$ cat src/rtl/fir_sample_loader.sv
// Streams samples over valid/ready into memory port B, then kicks the FIR filter and waits for done.
// Optional running checksum enabled by defining FIR_LOADER_CHECKSUM_EN.
module fir_sample_loader #(
  parameter int unsigned ADDR_W = 10,
  parameter int unsigned DATA_W = 8
) (
  input  logic              clk,
  input  logic              rst,
  input  logic [ADDR_W-1:0] cfg_base_addr,
  input  logic [ADDR_W-1:0] cfg_count,
  input  logic              load_go,
  input  logic              s_valid,
  input  logic [DATA_W-1:0] s_data,
  output logic              s_ready,
  output logic              mem_we_b,
  output logic [ADDR_W-1:0] mem_addr_b,
  output logic [DATA_W-1:0] mem_data_in_b,
  output logic              fir_start,
  input  logic              fir_done,
  output logic              busy,
  output logic              load_done,
  output logic [ADDR_W-1:0] loaded_count,
  output logic [15:0]       checksum
);

  typedef enum logic [1:0] {StIdle, StLoad, StKick, StWaitDone} state_e;

  state_e            state_q;
  logic [ADDR_W-1:0] base_q;
  logic [ADDR_W-1:0] count_q;
  logic [ADDR_W-1:0] count_inc;
  logic              handshake;
  logic              go_accept;

  assign s_ready   = (state_q == StLoad);
  assign busy      = (state_q != StIdle);
  assign handshake = s_valid && s_ready;
  assign go_accept = (state_q == StIdle) && load_go && (cfg_count != '0);
  assign count_inc = loaded_count + ADDR_W'(1);

  always_ff @(posedge clk) begin
    if (rst) begin
      state_q       <= StIdle;
      base_q        <= '0;
      count_q       <= '0;
      loaded_count  <= '0;
      mem_we_b      <= 1'b0;
      mem_addr_b    <= '0;
      mem_data_in_b <= '0;
      fir_start     <= 1'b0;
      load_done     <= 1'b0;
    end else begin
      mem_we_b  <= 1'b0;
      fir_start <= 1'b0;
      load_done <= 1'b0;
      unique case (state_q)
        StIdle: begin
          if (go_accept) begin
            base_q       <= cfg_base_addr;
            count_q      <= cfg_count;
            loaded_count <= '0;
            state_q      <= StLoad;
          end else if (load_go) begin
            // Zero-length request completes immediately without touching memory or the filter
            load_done <= 1'b1;
          end
        end
        StLoad: begin
          if (handshake) begin
            mem_we_b      <= 1'b1;
            mem_addr_b    <= base_q + loaded_count;
            mem_data_in_b <= s_data;
            loaded_count  <= count_inc;
            if (count_inc == count_q) begin
              state_q <= StKick;
            end
          end
        end
        StKick: begin
          fir_start <= 1'b1;
          state_q   <= StWaitDone;
        end
        StWaitDone: begin
          if (fir_done) begin
            load_done <= 1'b1;
            state_q   <= StIdle;
          end
        end
        default: state_q <= StIdle;
      endcase
    end
  end

`ifdef FIR_LOADER_CHECKSUM_EN
  logic [15:0] checksum_q;

  always_ff @(posedge clk) begin
    if (rst) begin
      checksum_q <= '0;
    end else if (go_accept) begin
      checksum_q <= '0;
    end else if (handshake) begin
      checksum_q <= checksum_q + 16'($signed(s_data));
    end
  end

  assign checksum = checksum_q;
`else
  assign checksum = 16'h0000;
`endif

endmodule

$ cat config.mk
export PLATFORM = sky130hd
export DESIGN_NAME = fir_sample_loader
export DESIGN_NICKNAME = d
export VERILOG_FILES = /design/src/rtl/fir_sample_loader.sv
export SDC_FILE = /design/constraint.sdc
export NUM_CORES = 1
export LEC_CHECK = 0
export ABC_CLOCK_PERIOD_IN_PS = 2800
export BUFFER_PORTS_ARGS = -buffer_cell sky130_fd_sc_hd__buf_2
export CORE_ASPECT_RATIO = 1.1
export CORE_MARGIN = 3
export CORE_UTILIZATION = 45
export CTS_BUF_LIST = sky130_fd_sc_hd__clkbuf_2 sky130_fd_sc_hd__clkbuf_4 sky130_fd_sc_hd__clkbuf_8
export CTS_CLUSTER_DIAMETER = 100
export DETAILED_ROUTE_END_ITERATION = 7
export GPL_ROUTABILITY_DRIVEN = 0
export PLACE_DENSITY = 0.67
export SYNTH_ARGS = -nofsm -noshare
export SYNTH_HDL_FRONTEND = slang
export SYNTH_SLANG_ARGS = --single-unit
export TNS_END_PERCENT = 5
$ cat constraint.sdc
create_clock -name clk -period 2.8 [get_ports clk]
set_clock_uncertainty 0.1 [all_clocks]
set_input_delay 0.28 -clock clk [delete_from_list [all_inputs] [get_ports clk]]
set_output_delay 0.28 -clock clk [all_outputs]
set_load 0.02 [all_outputs]
==> impl_metrics.env, run 1 <==
export IMPL_antenna_found_initial=0
export IMPL_finalSetupTns_ns=0
export IMPL_max_slew_margin=0.527
export IMPL_die_x_um=82.8
export IMPL_placeableCoreArea_mm2=0.00623
export IMPL_cp_end_kind="register"
export IMPL_design_area_mm2=0.00338
export IMPL_clk_transition_reported_paths_ns=0.09
export IMPL_ys_warn_count=0
export IMPL_synth_area_mm2=0.00292
export IMPL_grt_max_degree=41
export IMPL_cts_repair_resize_count=0
export IMPL_run_status="finished, final reports clean"
export IMPL_timing_fmax_mhz=398
export IMPL_crit_path_max_incr_delay_ns=0.56
export IMPL_synth_ff_type="dfxtp_1"
export IMPL_final_period_utilization=0.897
export IMPL_grt_first_pass_wirelength_um=11400
export IMPL_synthDistinctLibCells=53
export IMPL_final_critical_path_setup_slack_ns=0.289
export IMPL_total_power_mw=2.20
export IMPL_design_die_area_mm2=0.00750
export IMPL_filler_cell_count=623
export IMPL_floorplan_initialDensity=0.469
export IMPL_critical_path_cell_chain="ha_1 > fa_1 > a21o_1 > a21oi_1 > o21bai_1 > a2111oi_0 > nor3_1 > nand3b_1"
export IMPL_cts_made_buffers=5
export IMPL_crit_arrival_ns=2.62
export IMPL_timing_critical_path_fanout_max=2
export IMPL_max_vdd_ir_drop_v=0.000271
export IMPL_drt_first_pass_iters=4
export IMPL_timing_hold_worst_class="in2reg"
export IMPL_cts_htree_levels=2
export IMPL_finalSetupViolations=0
export IMPL_power_density_mw_per_mm2=652
export IMPL_hold_viol_final=0
export IMPL_timing_max_cap_violations=0
export IMPL_holdWs_ns=0.0900
export IMPL_globalRouteTotalUtil=0.181
export IMPL_grt_pass1_vias=2444
export IMPL_layout_core_utilization=0.542
export IMPL_p_leak_nw=1.51
export IMPL_post_place_cell_area_mm2=0.00327
export IMPL_nets=472
export IMPL_die_y_um=90.5
export IMPL_worst_setup_path_start_kind="register"
export IMPL_number_of_enable_flip_flop_cells_after_synthesis=0
export IMPL_proportion_of_total_power_due_to_net_switching=0.360
export IMPL_drcViolationCount=0
export IMPL_yosys_register_bits=53
export IMPL_internal_power_mw=1.41
export IMPL_area_growth_pct=15.5
export IMPL_grt_ovfl_total=0
export IMPL_multi_input_comb_area_mm2=0.00168
export IMPL_post_cts_hold_buffers=0
export IMPL_detail_route_antenna_nets=0
export IMPL_tritoncts_clock_tree="yes"
export IMPL_layout_area_seq_mm2=0.00106
export IMPL_dp_final_hpwl_um=4970
export IMPL_portBuffers=65
export IMPL_timing_critical_path_slowest_stage_cell="a2111oi_0"
export IMPL_cts_sinks=53
export IMPL_detail_route_iter0_violations=114
export IMPL_ctsLongestPathBuffers=2
export IMPL_synth_yosys_seq_area_share=0.363
export IMPL_routed_wl_um=6580
export IMPL_async_reset_ff_frac=0
export IMPL_synth_area_per_cell_um2=8.12
export IMPL_route_detailed_vias_per_inst=5.14
export IMPL_post_cts_setup_buffers=0
export IMPL_layout_drive_gt1_share=0.219
export IMPL_rsz0062_at_grt="false"
export IMPL_buffering_stage_count_on_the_worst_path_with_inverters_included=0
export IMPL_layout_cells_non_filler=504
export IMPL_kind_of_critical_path="reg2reg"
export IMPL_cell_family_with_the_largest_share_of_critical_path_delay="compound AO/OA/AOI/OAI gates"
export IMPL_placed_cells=497
export IMPL_tightestPinTransition_ns=0.709
export IMPL_postSynthCellCount=360
export IMPL_clock_latency_ns=0.31
export IMPL_slew_violations=0
export IMPL_critical_path_required_ns=2.90
export IMPL_comb_power_share=0.354
export IMPL_cts_root_buf="clkbuf_8"
export IMPL_finalWorstPathRequiredPeriod_ns=2.51
export IMPL_clock_network_power_share=0.233
export IMPL_switchingPower_mw=0.792
export IMPL_vias=2593
export IMPL_preCtsSetupSlack_ns=0.348
export IMPL_seq_power_share=0.413
export IMPL_antennaDiodeCount=0
export IMPL_floorplan_io_pins=82
export IMPL_detail_route_wl_per_cell_um=13.1
export IMPL_rows=30
-- power by group through the flow --
stage | clock network [mW] | logic, mW | registers, mW
detailed placement | 0 | 0.782 | 0.928
global placement | 0 | 0.770 | 0.923
CTS | 0.528 | 0.785 | 0.910
finish | 0.514 | 0.778 | 0.909
floorplan | 0 | 0.566 | 0.958
global route | 0.566 | 0.869 | 0.920
-- sequential cells by signal, summed over array words and instances, names as in the netlist --
signal / count
mem_we_b: 1
mem_data_in_b: 8
loaded_count: 10
fir_start: 1
state_q: 2
load_done: 1
base_q: 10
count_q: 10
mem_addr_b: 10
-- tightest hold or removal path: cells and delay by family --
kind	cells	cell delay (ns)
buffers and inverters	1	0.10
AOI/OAI and AO/OA	1	0.05
and+or+nand+nor	1	0.04
-- worst paths after layout --
kind | slack, ns | to | depth (start not counted) | startpoint
max | 0.29 | mem_addr_b[8] | 8 | loaded_count[0]
min | 0.09 | base_q[1] | 3 | cfg_base_addr[1]
max reg2reg | 0.29 | mem_addr_b[8] | 8 | loaded_count[0]
min reg2reg | 0.36 | mem_addr_b[0] | 2 | mem_addr_b[0]
-- cells by family after synthesis --
| kind of cell | count (synthesis) | share of synthesized area |
|---|---|---|
| AOI/OAI and AO/OA | 88 | 0.186 |
| xor gates and xnor gates | 21 | 0.0629 |
| adders and majority gates | 15 | 0.0668 |
| buffers and inverters | 40 | 0.0800 |
| DFF | 53 | 0.363 |
| muxes | 2 | 0.00685 |
| other | 1 | 0.00128 |
| and+or+nand+nor | 140 | 0.233 |
-- per-layer routing --
metal | vias to the layer above | GRT usage | part of all wire
li1 | 1333 | - | -
met3 | 9 | 0.0420 | 0.056
met1 | 1184 | 0.231 | 0.46
met4 | 0 | 0.0640 | 0.018
met2 | 67 | 0.299 | 0.46
met5 | - | 0 | 0
-- final cells by class --
type,count,area share
sequential,53,0.314
clock inverter,2,0.0104
timing repair buffer,75,0.119
multi-input combinational,282,0.499
inverter,7,0.00778
clock buffer,5,0.0204
tap,80,0.0297
-- layout by cell type, fill, tap and decap left out, drive strengths merged, types with 3 or more instances in the layout --
cell / instances
nor2: 23
o21bai: 3
nand3b: 4
a21o: 7
or3: 5
dfxtp: 53
nor4: 5
clkbuf: 5
inv: 7
or2b: 3
buf: 75
xor2: 5
ha: 14
nand3: 7
a32oi: 3
nand2: 73
nor2b: 3
nand2b: 3
o21ai: 10
a211oi: 5
conb: 16
a21oi: 49
xnor2: 16
-- cell usage after synthesis, types with 6 or more instances --
cell type / n / area share
nand2_1: 71 / 0.091
dfxtp_1: 53 / 0.36
a21oi_1: 49 / 0.084
nor2_1: 23 / 0.030
buf_4: 17 / 0.044
xnor2_1: 16 / 0.048
ha_1: 14 / 0.060
clkbuf_1: 9 / 0.012
o21ai_0: 9 / 0.015
a21o_1: 7 / 0.018
inv_1: 7 / 0.0090
nand3_1: 6 / 0.010
Note: power is estimated with default switching activity, not from simulation.
==> inputs of run 2 (changes only) <==
--- a/config.mk
+++ b/config.mk
@@ -5,7 +5,7 @@
 export SDC_FILE = /design/constraint.sdc
 export NUM_CORES = 1
 export LEC_CHECK = 0
-export ABC_CLOCK_PERIOD_IN_PS = 2800
+export ABC_CLOCK_PERIOD_IN_PS = 2100
 export BUFFER_PORTS_ARGS = -buffer_cell sky130_fd_sc_hd__buf_2
 export CORE_ASPECT_RATIO = 1.1
 export CORE_MARGIN = 3
@@ -14,7 +14,8 @@
 export CTS_CLUSTER_DIAMETER = 100
 export DETAILED_ROUTE_END_ITERATION = 7
 export GPL_ROUTABILITY_DRIVEN = 0
-export PLACE_DENSITY = 0.67
+export GPL_TIMING_DRIVEN = 0
+export PLACE_DENSITY = 0.7
 export SYNTH_ARGS = -nofsm -noshare
 export SYNTH_HDL_FRONTEND = slang
 export SYNTH_SLANG_ARGS = --single-unit
==> constraint.sdc (replaced) <==
create_clock -name clk -period 2.1 [get_ports clk]
set_clock_uncertainty 0.1 [all_clocks]
set_input_delay 0.21 -clock clk [delete_from_list [all_inputs] [get_ports clk]]
set_output_delay 0.21 -clock clk [all_outputs]
set_load 0.02 [all_outputs]
==> run 2 against run 1 <==
Net effect:
- the run now ends with negative setup slack left
- combinational power is 52% higher
- fmax is 19% higher
- clock-buffer cell count is 1 higher
- cell count is 5.8% higher
- critical path type unchanged
- largest cell class unchanged
==> impl_metrics.env, run 2 (synthesized netlist as in run 1, its figures left out) <==
export IMPL_drcViolationCount=0
export IMPL_antenna_found_initial=0
export IMPL_cp_num_cells=8
export IMPL_drt_first_pass_iters=4
export IMPL_final_period_utilization=1.01
export IMPL_detail_route_wl_per_cell_um=13.7
export IMPL_clk_transition_reported_paths_ns=0.10
export IMPL_run_status="complete, but fails checks"
export IMPL_vias=2707
export IMPL_timing_fmax_mhz=473
export IMPL_timing_critical_path_slowest_stage_cell="dfxtp_4"
export IMPL_floorplan_initialDensity=0.469
export IMPL_placeableCoreArea_mm2=0.00623
export IMPL_clock_network_power_share=0.203
export IMPL_seq_power_share=0.405
export IMPL_kind_of_critical_path="reg2reg"
export IMPL_grt_pass1_vias=2552
export IMPL_worst_setup_path_start_kind="register"
export IMPL_rsz0062_at_grt="true"
export IMPL_floorplan_io_pins=82
export IMPL_layout_drive_gt1_share=0.289
export IMPL_tightestPinTransition_ns=0.760
export IMPL_comb_power_share=0.392
export IMPL_cts_root_buf="clkbuf_8"
export IMPL_internal_power_mw=1.86
export IMPL_antennaDiodeCount=0
export IMPL_cell_family_with_the_largest_share_of_critical_path_delay="compound AO/OA/AOI/OAI gates"
export IMPL_buffering_stage_count_on_the_worst_path_with_inverters_included=0
export IMPL_dp_final_hpwl_um=5510
export IMPL_slew_violations=0
export IMPL_portBuffers=65
export IMPL_cts_made_buffers=5
export IMPL_power_density_mw_per_mm2=825
export IMPL_nets=500
export IMPL_design_die_area_mm2=0.00750
export IMPL_preCtsSetupSlack_ns=-0.137
export IMPL_detail_route_iter0_violations=150
export IMPL_die_y_um=90.5
export IMPL_clock_latency_ns=0.32
export IMPL_routed_wl_um=7280
export IMPL_globalRouteTotalUtil=0.194
export IMPL_timing_max_cap_violations=0
export IMPL_finalSetupTns_ns=-0.0137
export IMPL_grt_ovfl_total=0
export IMPL_grt_max_degree=17
export IMPL_finalWorstPathRequiredPeriod_ns=2.11
export IMPL_cts_htree_levels=2
export IMPL_rows=30
export IMPL_max_vdd_ir_drop_v=0.000442
export IMPL_proportion_of_total_power_due_to_net_switching=0.382
export IMPL_worstHoldPathCells=3
export IMPL_area_growth_pct=24.5
export IMPL_layout_cells_non_filler=533
export IMPL_die_x_um=82.8
export IMPL_total_power_mw=3.00
export IMPL_p_leak_nw=1.63
export IMPL_grt_first_pass_wirelength_um=12000
export IMPL_critical_path_required_ns=2.21
export IMPL_critical_path_cell_chain="ha_4 > fa_2 > a21o_1 > a21oi_2 > o21bai_2 > a2111oi_4 > nor3_1 > nand3b_1"
export IMPL_post_cts_hold_buffers=0
export IMPL_tritoncts_clock_tree="yes"
export IMPL_cts_sinks=53
export IMPL_placed_cells=520
export IMPL_cp_end_kind="register"
export IMPL_failed_checks="negative setup slack"
export IMPL_finalSetupViolations=1
export IMPL_final_cell_mix="nand2_1 (70), buf_2 (70), dfxtp_1 (50), a21oi_1 (46)"
export IMPL_crit_path_max_incr_delay_ns=0.38
export IMPL_timing_reg2reg_worst_path_depth=8
export IMPL_crit_arrival_ns=2.22
export IMPL_filler_cell_count=616
export IMPL_switchingPower_mw=1.15
export IMPL_timing_critical_path_fanout_max=3
export IMPL_ctsLongestPathBuffers=2
export IMPL_max_slew_margin=0.488
export IMPL_timing_hold_worst_class="in2reg"
export IMPL_regToRegSetupSlack_ns=-0.01
export IMPL_route_detailed_vias_per_inst=5.08
export IMPL_hold_viol_final=0
export IMPL_detail_route_antenna_nets=0
export IMPL_final_critical_path_setup_slack_ns=-0.0137
## run 2: cell types whose count changed in the layout (fill, tap and decap cells not counted), moves of 3 or more
cell and delta:
a21oi_1 -3, buf_2 +5, ha_1 -3, dfxtp_1 -3, clkbuf_1 +7, buf_4 +12
## run 2: final timing paths
check                                     end              from
worst max-delay path            mem_addr_b[8]   loaded_count[0]
worst min register to register  mem_addr_b[5]     mem_addr_b[5]
worst min-delay path                base_q[1]  cfg_base_addr[1]
worst max register to register  mem_addr_b[8]   loaded_count[0]
## run 2: what timing repair did
| item | in CTS | in global routing |
|---|---|---|
| buffers inserted | 2 | 3 |
| pin swaps | 3 | 3 |
| resized for setup | 10 | 11 |
| setup endpoints to repair | 24 | 18 |
## run 2: cell type report
| type | count | area [um^2] | area share |
|---|---|---|---|
| tap | 80 | 100 | 0.0275 |
| buffer | 33 | 211 | 0.0581 |
| clock buffer | 6 | 76.3 | 0.0210 |
| clock inverter | 2 | 13.8 | 0.00378 |
| multi-input combinational | 282 | 1780 | 0.489 |
| timing repair buffer | 70 | 363 | 0.0997 |
| sequential | 53 | 1070 | 0.294 |
| inverter | 7 | 26.3 | 0.00722 |
## run 2: power groups by stage
stage               clock network (mW)  registers, mW  logic (mW)
CTS                              0.624           1.21        1.12
detailed placement                   0           1.25        1.08
global route                     0.658           1.23        1.30
floorplan                            0           1.28       0.757
global placement                     0           1.24        1.07
finish                           0.608           1.22        1.18
## run 2: metal layers
| metal | vias to the layer above | global-route usage | share of wire |
|---|---|---|---|
| met3 | 12 | 0.0347 | 0.045 |
| met1 | 1240 | 0.238 | 0.45 |
| met5 | - | 0 | 0 |
| met2 | 64 | 0.338 | 0.49 |
| li1 | 1391 | - | - |
| met4 | 0 | 0.0695 | 0.017 |
## run 2: per-stage QoR
stage,area [um^2],hold slack (ns),util
after floorplan,3000,0.245,-
after global placement,3420,0.339,0.550
after detailed placement,3420,0.344,0.550
after CTS,3570,0.0204,0.573
after global routing,3640,0.0210,0.584
final,3640,0.0225,0.584
## run 2: worst register-to-register path, stage by stage, from the launching register on
cell       delay, ns
dfxtp_4         0.38
ha_4            0.16
fa_2            0.34
a21o_1          0.17
a21oi_2         0.18
o21bai_2        0.12
a2111oi_4       0.33
nor3_1          0.07
nand3b_1        0.15
==> inputs of run 3 (changes only) <==
--- a/config.mk
+++ b/config.mk
@@ -15,7 +15,7 @@
 export DETAILED_ROUTE_END_ITERATION = 7
 export GPL_ROUTABILITY_DRIVEN = 0
 export GPL_TIMING_DRIVEN = 0
-export PLACE_DENSITY = 0.7
+export PLACE_DENSITY = 0.74
 export SYNTH_ARGS = -nofsm -noshare
 export SYNTH_HDL_FRONTEND = slang
 export SYNTH_SLANG_ARGS = --single-unit
==> constraint.sdc (replaced) <==
create_clock -name clk -period 2.1 [get_ports clk]
set_clock_uncertainty 0.1 [all_clocks]
set_input_delay 0.21 -clock clk [delete_from_list [all_inputs] [get_ports clk]]
set_output_delay 0.21 -clock clk [all_outputs]
set_load 0.01 [all_outputs]
==> run 3 against run 2 <==
Net effect:
- register-to-register slack about the same
- sequential power about the same
- clock-buffer cell count increased by 1
- critical path depth unchanged
- via count increased by 1.6%
- global-route usage increased by 0.55 points
- critical endpoint unchanged
- largest power group unchanged
- non-clock buffer count increased by 5
- cell area increased by 1.5%
- sequential share of layout area decreased by 0.44 points
- die area unchanged
- cell count increased by 0.94%
- the flow still finishes with violations (negative setup slack)
==> impl_metrics.env, run 3 (synthesized netlist as in run 1, its figures left out) <==
export IMPL_floorplan_io_pins=82
export IMPL_finalWorstPathRequiredPeriod_ns=2.12
export IMPL_slew_violations=0
export IMPL_timing_critical_path_slowest_stage_cell="dfxtp_4"
export IMPL_timing_critical_path_fanout_max=3
export IMPL_buffering_stage_count_on_the_worst_path_with_inverters_included=0
export IMPL_run_status="complete, but fails checks"
export IMPL_hold_viol_final=0
export IMPL_antenna_found_initial=0
export IMPL_layout_drive_gt1_share=0.295
export IMPL_worst_setup_path_start_kind="register"
export IMPL_clk_transition_reported_paths_ns=0.10
export IMPL_tritoncts_clock_tree="yes"
export IMPL_dp_final_hpwl_um=5430
export IMPL_drt_first_pass_iters=4
export IMPL_detail_route_antenna_nets=0
export IMPL_detail_route_wl_per_cell_um=13.7
export IMPL_timing_max_cap_violations=0
export IMPL_max_slew_margin=0.479
export IMPL_cts_root_buf="clkbuf_8"
export IMPL_layout_cells_most_common="nand2_1"
export IMPL_die_x_um=82.8
export IMPL_nets=505
export IMPL_grt_ovfl_total=0
export IMPL_critical_path_required_ns=2.21
export IMPL_detail_route_iter0_violations=178
export IMPL_max_vdd_ir_drop_v=0.000385
export IMPL_antennaDiodeCount=0
export IMPL_preCtsSetupSlack_ns=-0.250
export IMPL_failed_checks="negative setup slack"
export IMPL_cts_htree_levels=2
export IMPL_crit_arrival_ns=2.23
export IMPL_globalRouteTotalUtil=0.199
export IMPL_cell_family_with_the_largest_share_of_critical_path_delay="compound AO/OA/AOI/OAI gates"
export IMPL_cp_end_kind="register"
export IMPL_rsz0062_at_grt="true"
export IMPL_grt_max_degree=17
export IMPL_rows=30
export IMPL_placed_cells=520
export IMPL_cts_sinks=53
export IMPL_portBuffers=65
export IMPL_clock_latency_ns=0.32
export IMPL_timing_fmax_mhz=473
export IMPL_total_power_mw=2.91
export IMPL_cts_made_buffers=5
export IMPL_design_area_mm2=0.00369
export IMPL_final_cell_mix="nand2_1 (71), buf_2 (70), dfxtp_1 (50), a21oi_1 (45), buf_4 (25)"
export IMPL_tightestPinTransition_ns=0.775
export IMPL_timing_hold_worst_class="in2reg"
export IMPL_ctsLongestPathBuffers=2
export IMPL_crit_path_max_incr_delay_ns=0.38
export IMPL_drcViolationCount=0
export IMPL_routed_wl_um=7380
export IMPL_grt_pass1_vias=2645
export IMPL_holdWs_ns=0.0190
export IMPL_route_detailed_vias_per_inst=5.11
export IMPL_die_y_um=90.5
export IMPL_final_period_utilization=1.01
export IMPL_grt_first_pass_wirelength_um=12300
export IMPL_finalSetupViolations=1
export IMPL_p_leak_nw=1.66
export IMPL_post_place_cell_area_mm2=0.00342
export IMPL_placeableCoreArea_mm2=0.00623
export IMPL_design_die_area_mm2=0.00750
export IMPL_layout_core_utilization=0.593
export IMPL_critical_path_cell_chain="ha_4 > fa_2 > a21o_1 > a21oi_4 > o21bai_4 > a2111oi_4 > nor3_1 > nand3b_1"
export IMPL_final_critical_path_setup_slack_ns=-0.0152
export IMPL_regToRegSetupSlack_ns=-0.02
export IMPL_vias=2751
export IMPL_area_growth_pct=26.4
export IMPL_floorplan_initialDensity=0.469
export IMPL_power_density_mw_per_mm2=788
export IMPL_kind_of_critical_path="reg2reg"
export IMPL_finalSetupTns_ns=-0.0152
export IMPL_layout_cells_non_filler=538
run 3: final timing paths:
path | startpoint | end | depth (start not counted)
min reg2reg | mem_data_in_b[7] | mem_data_in_b[7] | 2
max | loaded_count[0] | mem_addr_b[8] | 8
max reg2reg | loaded_count[0] | mem_addr_b[8] | 8
min | s_data[4] | mem_data_in_b[4] | 3
run 3: worst min-delay path, delay by kind of cell:
kind | cells | cell delay (ns)
AOI/OAI and AO/OA | 1 | 0.05
buffers and inverters | 1 | 0.09
and+or+nand+nor | 1 | 0.04
run 3: metal layers:
metal  track usage  share of wire
met1         0.234           0.42
met2         0.357           0.51
met3        0.0420          0.052
met4        0.0668          0.020
met5             0              0
run 3: cell type report:
class	instances	area (um^2)
Tap cell	80	100
Clock inverter	1	7.51
Multi-Input combinational cell	282	1780
Sequential cell	53	1070
Inverter	7	26.3
Clock buffer	7	90.1
Timing Repair Buffer	75	408
Buffer	33	210
Fill cell	603	2540
run 3: power by group:
group / switching [mW] / internal (mW) / total (mW)
Sequential: 0.0852 / 1.13 / 1.21
Clock: 0.349 / 0.282 / 0.631
Combinational: 0.621 / 0.447 / 1.07
run 3: timing repair:
action | 4_1_cts | 5_1_grt
resized for setup | 11 | 11
endpoints found under the setup margin | 24 | 33
pin swaps | 7 | 9
hold buffers | 0 | 0
buffers inserted | 8 | 3
